<file path="config.mk">
export PLATFORM = sky130hd
export DESIGN_NAME = array_pmr
export DESIGN_NICKNAME = d
export VERILOG_FILES = /design/src/rtl/array_pmr.sv
export SDC_FILE = /design/constraint.sdc
export NUM_CORES = 1
export LEC_CHECK = 0
export ABC_AREA = 1
export BUFFER_PORTS_ARGS = -buffer_cell sky130_fd_sc_hd__buf_2
export CORE_MARGIN = 1.5
export CORE_UTILIZATION = 30
export CTS_BUF_LIST = sky130_fd_sc_hd__clkbuf_4
export DETAILED_ROUTE_END_ITERATION = 8
export PLACE_DENSITY = 0.55
export SETUP_SLACK_MARGIN = 0.3
export SYNTH_ARGS = -nofsm -noshare
export SYNTH_HDL_FRONTEND = slang
export SYNTH_SLANG_ARGS = --single-unit
</file>
<file path="constraint.sdc">
create_clock -name clk -period 1.6 [get_ports clk]
set_input_delay 0.48 -clock clk [delete_from_list [all_inputs] [get_ports clk]]
set_output_delay 0.48 -clock clk [all_outputs]
set_load 0.1 [all_outputs]
</file>
<file path="src/rtl/array_pmr.sv">
// Flop-based register array with NUM_RD read ports, one lane-masked write port,
// per-entry valid bits and a sequential invalidate sweep.
module array_pmr #(
  parameter int S_INDEX = 3,
  parameter int WIDTH   = 1,
  parameter int NUM_RD  = 2,
  parameter int GRAN    = WIDTH,
  parameter int REG_OUT = 0,
  parameter int BYPASS  = 1
) (
  input  logic                        clk,
  input  logic                        rst,
  input  logic [NUM_RD-1:0]           read,
  input  logic [NUM_RD*S_INDEX-1:0]   rindex,
  output logic [NUM_RD*WIDTH-1:0]     dataout,
  output logic [NUM_RD-1:0]           valid_out,
  input  logic                        load,
  input  logic [S_INDEX-1:0]          windex,
  input  logic [WIDTH/GRAN-1:0]       wmask,
  input  logic [WIDTH-1:0]            datain,
  input  logic                        flush,
  output logic                        flush_busy,
  output logic                        flush_done
);

  localparam int NUM_SETS = 1 << S_INDEX;
  localparam int NLANE    = WIDTH / GRAN;

  typedef enum logic [1:0] {
    ST_IDLE  = 2'd0,
    ST_SWEEP = 2'd1,
    ST_DONE  = 2'd2
  } state_t;

  state_t                             state_q;
  logic [S_INDEX-1:0]                 ptr_q;
  logic                               flush_busy_q;
  logic                               flush_done_q;

  logic [NUM_SETS-1:0][WIDTH-1:0]     data_q, data_d;
  logic [NUM_SETS-1:0]                valid_q, valid_d;
  logic [WIDTH-1:0]                   wbits;
  logic [WIDTH-1:0]                   wmerged;
  logic [NUM_RD*WIDTH-1:0]            rd_data;
  logic [NUM_RD-1:0]                  rd_valid;

  // The merged write word feeds both the array update and the bypass path.
  always_comb begin
    wbits = '0;
    for (int k = 0; k < NLANE; k++) begin
      wbits[k*GRAN +: GRAN] = {GRAN{wmask[k]}};
    end
    wmerged = (data_q[windex] & ~wbits) | (datain & wbits);
  end

  // The sweep clears first so a same-cycle write to the swept set wins.
  always_comb begin
    data_d  = data_q;
    valid_d = valid_q;
    if (state_q == ST_SWEEP) begin
      valid_d[ptr_q] = 1'b0;
    end
    if (load) begin
      data_d[windex]  = wmerged;
      valid_d[windex] = 1'b1;
    end
  end

  always_ff @(posedge clk) begin
    if (rst) begin
      data_q  <= '0;
      valid_q <= '0;
    end else begin
      data_q  <= data_d;
      valid_q <= valid_d;
    end
  end

  always_ff @(posedge clk) begin
    if (rst) begin
      state_q      <= ST_IDLE;
      ptr_q        <= '0;
      flush_busy_q <= 1'b0;
      flush_done_q <= 1'b0;
    end else begin
      case (state_q)
        ST_IDLE: begin
          flush_done_q <= 1'b0;
          if (flush) begin
            state_q      <= ST_SWEEP;
            ptr_q        <= '0;
            flush_busy_q <= 1'b1;
          end
        end
        ST_SWEEP: begin
          ptr_q <= ptr_q + S_INDEX'(1);
          if (ptr_q == S_INDEX'(NUM_SETS - 1)) begin
            state_q      <= ST_DONE;
            flush_busy_q <= 1'b0;
            flush_done_q <= 1'b1;
          end
        end
        ST_DONE: begin
          state_q      <= ST_IDLE;
          flush_done_q <= 1'b0;
        end
        default: begin
          state_q      <= ST_IDLE;
          flush_busy_q <= 1'b0;
          flush_done_q <= 1'b0;
        end
      endcase
    end
  end

  assign flush_busy = flush_busy_q;
  assign flush_done = flush_done_q;

  for (genvar i = 0; i < NUM_RD; i++) begin : g_rd
    logic [S_INDEX-1:0] ridx;
    logic               hit;
    assign ridx = rindex[i*S_INDEX +: S_INDEX];
    assign hit  = (BYPASS != 0) && load && (ridx == windex);
    assign rd_data[i*WIDTH +: WIDTH] = hit ? wmerged : data_q[ridx];
    assign rd_valid[i]               = hit || valid_q[ridx];
  end

  if (REG_OUT != 0) begin : g_reg
    logic [NUM_RD*WIDTH-1:0] dout_q, dout_d;
    logic [NUM_RD-1:0]       vout_q, vout_d;

    always_comb begin
      dout_d = dout_q;
      vout_d = vout_q;
      for (int i = 0; i < NUM_RD; i++) begin
        if (read[i]) begin
          dout_d[i*WIDTH +: WIDTH] = rd_data[i*WIDTH +: WIDTH];
          vout_d[i]                = rd_valid[i];
        end
      end
    end

    always_ff @(posedge clk) begin
      if (rst) begin
        dout_q <= '0;
        vout_q <= '0;
      end else begin
        dout_q <= dout_d;
        vout_q <= vout_d;
      end
    end

    assign dataout   = dout_q;
    assign valid_out = vout_q;
  end else begin : g_comb
    // Read enables only matter for the registered variant.
    logic unused_read;
    assign unused_read = ^read;
    assign dataout     = rd_data;
    assign valid_out   = rd_valid;
  end

endmodule

</file>
# Word-level counts from Yosys, hierarchy flattened
# Cells that the tools add are included.
# op_classes
n_reduce_logical,12
n_addsub,1
order_cmp,6
muxes,27
n_eq_ne,7
bitwise_logic,9
# op_table
operator,count
less-than comparator 3 x 4 -> 1 bit (second input constant),4
2-to-1 mux 8 bit,2
binary-select mux 1 bit (select 3 bit),5
2-to-1 mux 1 bit,11
bitwise AND 8 bit,1
bitwise mux 8 bit,1
NOT 8 bit,1
OR 8 bit,1
demux 1 bit (select 3 bit),2
equality test 3 bit,2
greater-or-equal comparator 3 x 1 -> 1 bit (second input constant),2
case mux 3 bit (2 select lines),1
logical AND 1 bit,4
2-to-1 mux 2 bit,2
case mux 2 bit (2 select lines),1
AND reduction 2 bit,2
adder 3 x 1 -> 3 bit (second input constant),1
equality test 3 bit (second input constant),1
2-to-1 mux 3 bit,1
NOT 1 bit,3
case mux 1 bit (3 select lines),1
AND reduction 3 bit,1
bitwise AND 1 bit,2
equality test 2 x 1 -> 1 bit (second input constant),1
8 further kinds,9
# word_totals
word_cells,75
output_inout_bits,6
reg_bits,23
inputBits,17

# Logic depth before layout (Yosys ltp)
# Gate-level depths: netlist (run 1).
# logic_depth
word_depth,9
mapped_depth,8

# Least setup slack after synthesis (run 1)
# Ideal clock, no wire load.
# synth_path
path_type,input to output
startpoint,input windex[0]
endpoint,output dataout[0]
slack_ns,-1.183
arrival_ns,2.303
cell_stages,7
path_cell_list,inv_2 nand2_1 a21oi_1 nor2_1 nand2_2 nand2_4 o21ai_1
# synth_between
elab_chain_len,5
elab_cells_between_ends,7
# synth_lines
item,line,text
from (decl),18,"input logic [S_INDEX-1:0] windex,"
binary-select mux 1 bit (select 3 bit),53,wmerged = (data_q[windex] & ~wbits) | (datain & wbits);
2-to-1 mux 1 bit (not written as such),53,
bitwise AND 1 bit,53,
OR 1 bit,53,
2-to-1 mux 1 bit *,124,assign rd_data[i*WIDTH +: WIDTH] = hit ? wmerged : data_q[ridx];
to (decl),15,"output logic [NUM_RD*WIDTH-1:0] dataout,"
# Every way passes the cells marked *; elsewhere a longest branch is shown, timed or not. The select of a mux whose other input is x is not followed.

# Worst setup path in the final report (run 1)
# layout_path
startpoint,input windex[0]
endpoint,output dataout[1]
# Same word-level chain as after synthesis.

==> impl_metrics.env, run 1 <==
export IMPL_ys_warn_count=0
export IMPL_seqPwrFrac_pct=43.6
export IMPL_r2r_start="data_q[0]"
export IMPL_period_share_pct=121
export IMPL_fill_cells=436
export IMPL_end_kind="output pin"
export IMPL_hold_viol_final=0
export IMPL_crit_chain="buf_12, inv_8, nand2_2, a21oi_2, nor2_1, nand2_2, nand2_4, o21ai_4, buf_12"
export IMPL_area_growth_syn_to_layout_pct=58.4
export IMPL_antenna_cells=0
export IMPL_routed_wl_mm=4.12
export IMPL_status="finished, violations left"
export IMPL_power_mw=1.41
export IMPL_synthCells=225
export IMPL_post_route_drc_count=0
export IMPL_tightest_slew_ns=0.269
export IMPL_cp_arrival_ns=1.46
export IMPL_io_pins=23
export IMPL_grt_use_total_pct=16.8
export IMPL_multiInputGateArea_um2=973
export IMPL_hold_start="state_q[0]"
export IMPL_holdCritPathClass="flop to flop"
export IMPL_syn_area_per_cell_um2=6.14
export IMPL_drt_vias_per_instance=4.81
export IMPL_slew_headroom_pct=82.0
export IMPL_worst_path_max_delay_cell="buf_12"
export IMPL_synth_top_area_cell="dfxtp_1"
export IMPL_layout_drive_gt1_share_pct=43.2
export IMPL_cap_violations=0
export IMPL_grt_max_degree=14
export IMPL_grt_pass1_wl_mm=6.88
export IMPL_violations="setup timing"
export IMPL_whs_endpoint="flush_busy"
export IMPL_p_sw_share_pct=34.5
export IMPL_r2r_slack_ns=0.35
export IMPL_root_buffer="clkbuf_4"
export IMPL_rsz0062_at_grt="yes"
export IMPL_setup_ws_ns=-0.344
export IMPL_clock_skew_ns=0.00146
export IMPL_wl_per_cell_um=12.8
export IMPL_crit_type="input port to output pin"
export IMPL_fin_util_pct=49.9
export IMPL_synth_distinct_cells=21
export IMPL_grt_util_met3_pct=1.28
export IMPL_syn_nets=244
export IMPL_first_pass_iters=4
export IMPL_antenna_found_initial=0
export IMPL_p_leak_nw=0.920
export IMPL_clk_path_buf_depth=2
export IMPL_powerDensity_nw_per_um2=644
export IMPL_max_stage_delay_ns=0.19
export IMPL_grt_pass1_vias=1500
export IMPL_vias=1554
export IMPL_power_switching_mw=0.486
export IMPL_finalCriticalPeriod_ns=1.94
export IMPL_cp_required_ns=1.12
export IMPL_chipWidth_um=70.9
export IMPL_nets=291
export IMPL_met1_usage_pct=23.4
export IMPL_drt_iter0_drc=101
export IMPL_crit_fanout=7
export IMPL_yosysSeqAreaShare_pct=33.3
export IMPL_std_cell_rows=24
export IMPL_cts_tree="yes"
export IMPL_busiest_layer="met2"
export IMPL_p_clk_share_pct=19.1
export IMPL_core_area_um2=4380
export IMPL_clk_latency_ns=0.29
export IMPL_synth_cell_area_um2=1380
export IMPL_r2r_end="data_q[2]"
export IMPL_initial_core_util_pct=31.5
export IMPL_numClockSinks=23
export IMPL_rr_worst_depth=10
export IMPL_finalSetupViolations=4
export IMPL_slew_violations=0
export IMPL_place_hpwl_mm=3.10
export IMPL_cp_start_kind="input port"
export IMPL_seqCellArea_um2=472
export IMPL_synth_top_cell_area_share_pct=33.3
export IMPL_grt_remaining_overflow=0
export IMPL_postRouteAntennaNets=0
export IMPL_path_clk_slew_ns=0.11
export IMPL_ys_seq_elements=23
export IMPL_grt_use_met2_pct=29.0
export IMPL_pwr_share_comb_pct=37.3
export IMPL_ir_drop_uv=473
export IMPL_cts_buffers_inserted=3
export IMPL_htreeDepth=1
export IMPL_gp_congestion=0.841
export IMPL_whs_path_depth=1
export IMPL_yosys_top_cells_area="dfxtp_1 33%, nand2_1 14%, nand3_1 9.8%"
export IMPL_die_y_um=70.9
export IMPL_port_buffers=20
export IMPL_intPower_mw=0.924
export IMPL_fmaxAchievable_ghz=0.514
export IMPL_die_area_um2=5020
export IMPL_cts_hold_repair_buffers=0
## worst max-delay path by stage
stage | start | to | slack [ns] | cells past startpoint
finish | windex[0] | dataout[1] | -0.34 | 9
CTS | data_q[2] | dataout[1] | -0.34 | 9
global placement | windex[2] | dataout[1] | -0.51 | 8
detailed placement | windex[2] | dataout[1] | -0.55 | 8
global route | data_q[2] | dataout[1] | -0.42 | 9
floorplan | windex[2] | dataout[1] | -0.37 | 8
## area by class of cell
type / instances / area share (%)
clock buffers: 4 / 1.37
inverters: 36 / 7.66
multi-input cells: 163 / 44.5
flip-flops and latches: 23 / 21.5
well taps: 52 / 2.97
repair buffers: 44 / 21.6
repair inverters: 1 / 0.400
## power by group through the flow
stage	sequential [mW]	combinational, mW	clock [mW]
after floorplan	0.637	0.257	0
after global placement	0.624	0.441	0
after detailed placement	0.625	0.442	0
after CTS	0.615	0.485	0.287
after global routing	0.618	0.565	0.308
final	0.615	0.526	0.269
## cells in the final DEF, fill, tap and decap left out, types with 2 or more instances in the layout
| cell | instances |
|---|---|
| nand3_2 | 11 |
| buf_6 | 6 |
| inv_2 | 9 |
| inv_1 | 22 |
| nand2_2 | 13 |
| dfxtp_2 | 9 |
| buf_4 | 22 |
| o21ai_0 | 20 |
| ha_1 | 2 |
| buf_2 | 5 |
| nand2_1 | 38 |
| nand2_4 | 2 |
| o21ai_2 | 2 |
| a21oi_2 | 4 |
| o21ai_4 | 2 |
| a21oi_1 | 22 |
| inv_8 | 2 |
| clkbuf_4 | 4 |
| dfxtp_1 | 14 |
| buf_12 | 10 |
| o21ai_1 | 3 |
| nand3_4 | 2 |
| inv_4 | 2 |
| nor2_2 | 2 |
| nand3_1 | 14 |
| nor2_1 | 16 |
| nor3_2 | 2 |
| nor2_4 | 4 |
| a22oi_1 | 2 |
## registers in the layout, summed over array words and instances, names as in the netlist
signal / cells
data_q: 8
flush_busy: 1
flush_done: 1
ptr_q: 3
state_q: 2
valid_q: 8
## worst max-delay path: cells and delay by family
kind,cells,cell delay [ns]
compound gates,2,0.33
buf+inv,3,0.38
simple gates,4,0.27
## per-layer routing
metal / vias up / share of wire (%)
li1: 827 / -
met1: 702 / 48
met2: 23 / 50
met3: 2 / 2.3
met4: 0 / 0.46
met5: - / 0
## metrics by stage
| stage | cells | hold WS [ns] | setup slack, ns | TNS (ns) | instance area (um2) |
|---|---|---|---|---|---|
| after detailed placement | 315 | 0.418 | -0.547 | -2.19 | 1860 |
| after floorplan | 225 | 0.398 | -0.374 | -0.822 | 1490 |
| after global routing | 323 | 0.446 | -0.419 | -1.25 | 2190 |
| after global placement | 315 | 0.414 | -0.506 | -2.02 | 1860 |
| after CTS | 320 | 0.431 | -0.342 | -1.02 | 2050 |
| final | 323 | 0.427 | -0.344 | -0.999 | 2190 |
## cell families after synthesis
family	Yosys count	synth area share, %
fa+ha+maj	2	1.81
xor+xnor	1	0.634
compound gates	56	21.4
flops	23	33.3
buf+inv	39	10.8
simple gates	104	32.1
## cells in the mapped netlist
| library cell | instances |
|---|---|
| a21oi_1 | 25 |
| a21oi_2 | 1 |
| a22oi_1 | 2 |
| buf_2 | 2 |
| clkbuf_1 | 1 |
| dfxtp_1 | 23 |
| ha_1 | 2 |
| inv_1 | 34 |
| inv_2 | 2 |
| nand2_1 | 51 |
| nand2_2 | 1 |
| nand2_4 | 1 |
| nand3_1 | 27 |
| nor2_1 | 19 |
| nor2_2 | 3 |
| nor3_1 | 2 |
| o211ai_1 | 1 |
| o21ai_0 | 25 |
| o21ai_1 | 1 |
| o21ai_2 | 1 |
| xor2_1 | 1 |
## timing repair
item                       CTS  global route
pin swaps                   11            15
setup buffers                0             3
resized for setup           50            42
setup endpoints to repair   14            19
gates cloned                 1             0
Note: power is estimated with default switching activity, not from simulation.
==> run 2: changes to the inputs <==
--- a/config.mk
+++ b/config.mk
@@ -5,7 +5,6 @@
 export SDC_FILE = /design/constraint.sdc
 export NUM_CORES = 1
 export LEC_CHECK = 0
-export ABC_AREA = 1
 export BUFFER_PORTS_ARGS = -buffer_cell sky130_fd_sc_hd__buf_2
 export CORE_MARGIN = 1.5
 export CORE_UTILIZATION = 30
==> run 2 against run 1 <==
Compared with the run above: the flow still finishes with violations (setup timing); setup slack got worse by 0.32 ns; final cell count decreased by 30%; sequential share of layout area increased by 3.9 points; clock power about the same; clock skew is 0.010 ns higher; non-clock buffer count decreased by 1; cell area decreased by 14%; wire length fell by 14%; maximum frequency fell by 14%; critical path type is now flop to output pin; highest routed layer unchanged; worst hold slack gained 0.025 ns; area after synthesis shrank 5.2%; die area decreased by 4.9%.
==> impl_metrics.env, run 2 <==
export IMPL_io_pins=23
export IMPL_synth_main_ff_cell="dfxtp_1"
export IMPL_clock_skew_ns=0.0115
export IMPL_r2r_start="data_q[0]"
export IMPL_die_y_um=69.1
export IMPL_place_ws_ns=-0.851
export IMPL_synth_cell_area_um2=1310
export IMPL_crit_fanout=4
export IMPL_tightest_slew_ns=0.366
export IMPL_whs_path_depth=2
export IMPL_powerDensity_nw_per_um2=654
export IMPL_wl_per_cell_um=15.6
export IMPL_final_cells=227
export IMPL_fin_util_pct=46.3
export IMPL_nets=197
export IMPL_synth_top_cell_area_share_pct=35.1
export IMPL_antenna_found_initial=0
export IMPL_ys_warn_count=0
export IMPL_synth_top_area_cell="dfxtp_1"
export IMPL_numClockSinks=23
export IMPL_syn_area_per_cell_um2=9.57
export IMPL_synth_distinct_cells=29
export IMPL_drt_vias_per_instance=5.50
export IMPL_power_mw=1.24
export IMPL_post_route_drc_count=0
export IMPL_cp_startpoint="data_q[0]"
export IMPL_root_buffer="clkbuf_4"
export IMPL_yosys_top_cells_area="dfxtp_1 35%, mux4_2 15%, o21ai_0 5.0%"
export IMPL_slew_headroom_pct=75.5
export IMPL_drt_iter0_drc=54
export IMPL_path_clk_slew_ns=0.13
export IMPL_crit_type="flop to output pin"
export IMPL_clk_latency_ns=0.32
export IMPL_synthCells=137
export IMPL_antenna_cells=0
export IMPL_period_share_pct=141
export IMPL_rsz0062_at_grt="yes"
export IMPL_mostFrequentLayoutCells="22 x buf_4, 11 x dfxtp_1, 10 x a21oi_1, 10 x dfxtp_2, 10 x buf_2"
export IMPL_finalSetupViolations=6
export IMPL_grt_max_degree=14
export IMPL_core_area_um2=4090
export IMPL_rr_worst_depth=6
export IMPL_grt_remaining_overflow=0
export IMPL_cp_required_ns=1.12
export IMPL_async_flop_share_pct=0
export IMPL_synthMostInstantiatedCell="dfxtp_1"
export IMPL_routed_wl_mm=3.54
export IMPL_layout_commonest_cell="buf_4"
export IMPL_end_kind="output pin"
export IMPL_setup_ws_ns=-0.660
export IMPL_fmaxAchievable_ghz=0.442
export IMPL_cts_buffers_inserted=3
export IMPL_vias=1249
export IMPL_port_buffers=20
export IMPL_hold_start="rst"
export IMPL_slew_violations=0
export IMPL_p_leak_nw=0.718
export IMPL_initial_core_util_pct=32.1
export IMPL_reg_top3="data_q x8, valid_q x8, ptr_q x3"
export IMPL_cp_start_kind="flop"
export IMPL_clk_path_buf_depth=2
export IMPL_layout_drive_gt1_share_pct=48.6
export IMPL_status="finished, violations left"
export IMPL_finalCriticalPeriod_ns=2.26
export IMPL_hold_viol_final=0
export IMPL_ys_seq_elements=23
export IMPL_synthTopCellsByCount="23 x dfxtp_1, 13 x o21ai_0, 10 x a21oi_1, 10 x nand2_1, 9 x mux4_2"
export IMPL_area_growth_syn_to_layout_pct=44.3
export IMPL_first_pass_iters=4
export IMPL_chipWidth_um=69.1
export IMPL_cts_hold_repair_buffers=0
export IMPL_gp_congestion=0.912
export IMPL_ir_drop_uv=371
export IMPL_yosysSeqAreaShare_pct=35.1
export IMPL_postRouteAntennaNets=0
export IMPL_grt_use_total_pct=15.4
export IMPL_violations="setup timing"
export IMPL_holdCritPathClass="input port to flop"
export IMPL_grt_pass1_vias=1267
export IMPL_cap_violations=0
export IMPL_grt_pass1_wl_mm=5.91
export IMPL_cp_arrival_ns=1.78
export IMPL_htreeDepth=1
export IMPL_die_area_um2=4780
export IMPL_place_hpwl_mm=2.79
export IMPL_synth_edf_count=0
export IMPL_std_cell_rows=23
export IMPL_cts_tree="yes"
export IMPL_syn_nets=156
export IMPL_placed_cells=218
-- run 2: final timing paths --
check | end | slack (ns)
worst max-delay path | dataout[0] | -0.66
worst min-delay path | valid_q[6] | 0.45
worst max register to register | data_q[4] | -0.03
worst min register to register | valid_q[3] | 0.49
-- run 2: cells by family (layout without fill, tap and decap cells) --
group	Yosys count	in the layout	share of synthesized area, %
DFF	23	23	35.1
AOI/OAI and AO/OA	35	35	15.2
and+or+nand+nor	48	48	19.8
adders and majority gates	2	2	1.91
xor gates and xnor gates	6	6	4.01
buffers and inverters	7	47	2.86
muxes	16	16	21.2
-- run 2: layer usage --
metal  track usage (%)  share of wire, %  up-vias
li1                  -                 -      585
met5                 0                 0        -
met3              2.34               4.9        6
met1              18.5                43      618
met4              6.54               1.6        0
met2              27.1                51       40
-- run 2: layout make-up --
| class | count | area [um2] |
|---|---|---|
| well taps | 50 | 62.6 |
| flip-flops and latches | 23 | 480 |
| multi-input cells | 107 | 922 |
| clock buffers | 3 | 22.5 |
| fillers | 405 | 2190 |
| repair buffers | 43 | 399 |
| clock inverters | 1 | 5.00 |
-- run 2: power breakdown --
group	switching, mW	leakage, nW	internal, mW
logic	0.193	0.507	0.164
registers	0.0180	0.193	0.591
clock network	0.178	0.0177	0.0935
total	0.389	0.718	0.848
-- run 2: worst max-delay path, cell delays in order, from the launching register on --
cell and delay (ns):
dfxtp_2 0.36, mux2_4 0.26, a221o_1 0.38, o21ai_4 0.22, o21ai_4 0.08, buf_12 0.17
-- run 2: stage by stage --
step / hold WS [ns] / cell area (um2) / TNS, ns
after floorplan: 0.455 / 1400 / -2.04
after global placement: 0.465 / 1630 / -4.69
after detailed placement: 0.486 / 1630 / -5.12
after CTS: 0.449 / 1870 / -2.46
after global routing: 0.484 / 1890 / -2.76
final: 0.452 / 1890 / -2.33
-- run 2: repair_timing --
item | in CTS | in global routing
setup endpoints to repair | 16 | 22
setup buffers | 4 | 1
gates cloned | 0 | 0
pin swaps | 4 | 1
gates resized for setup | 52 | 7
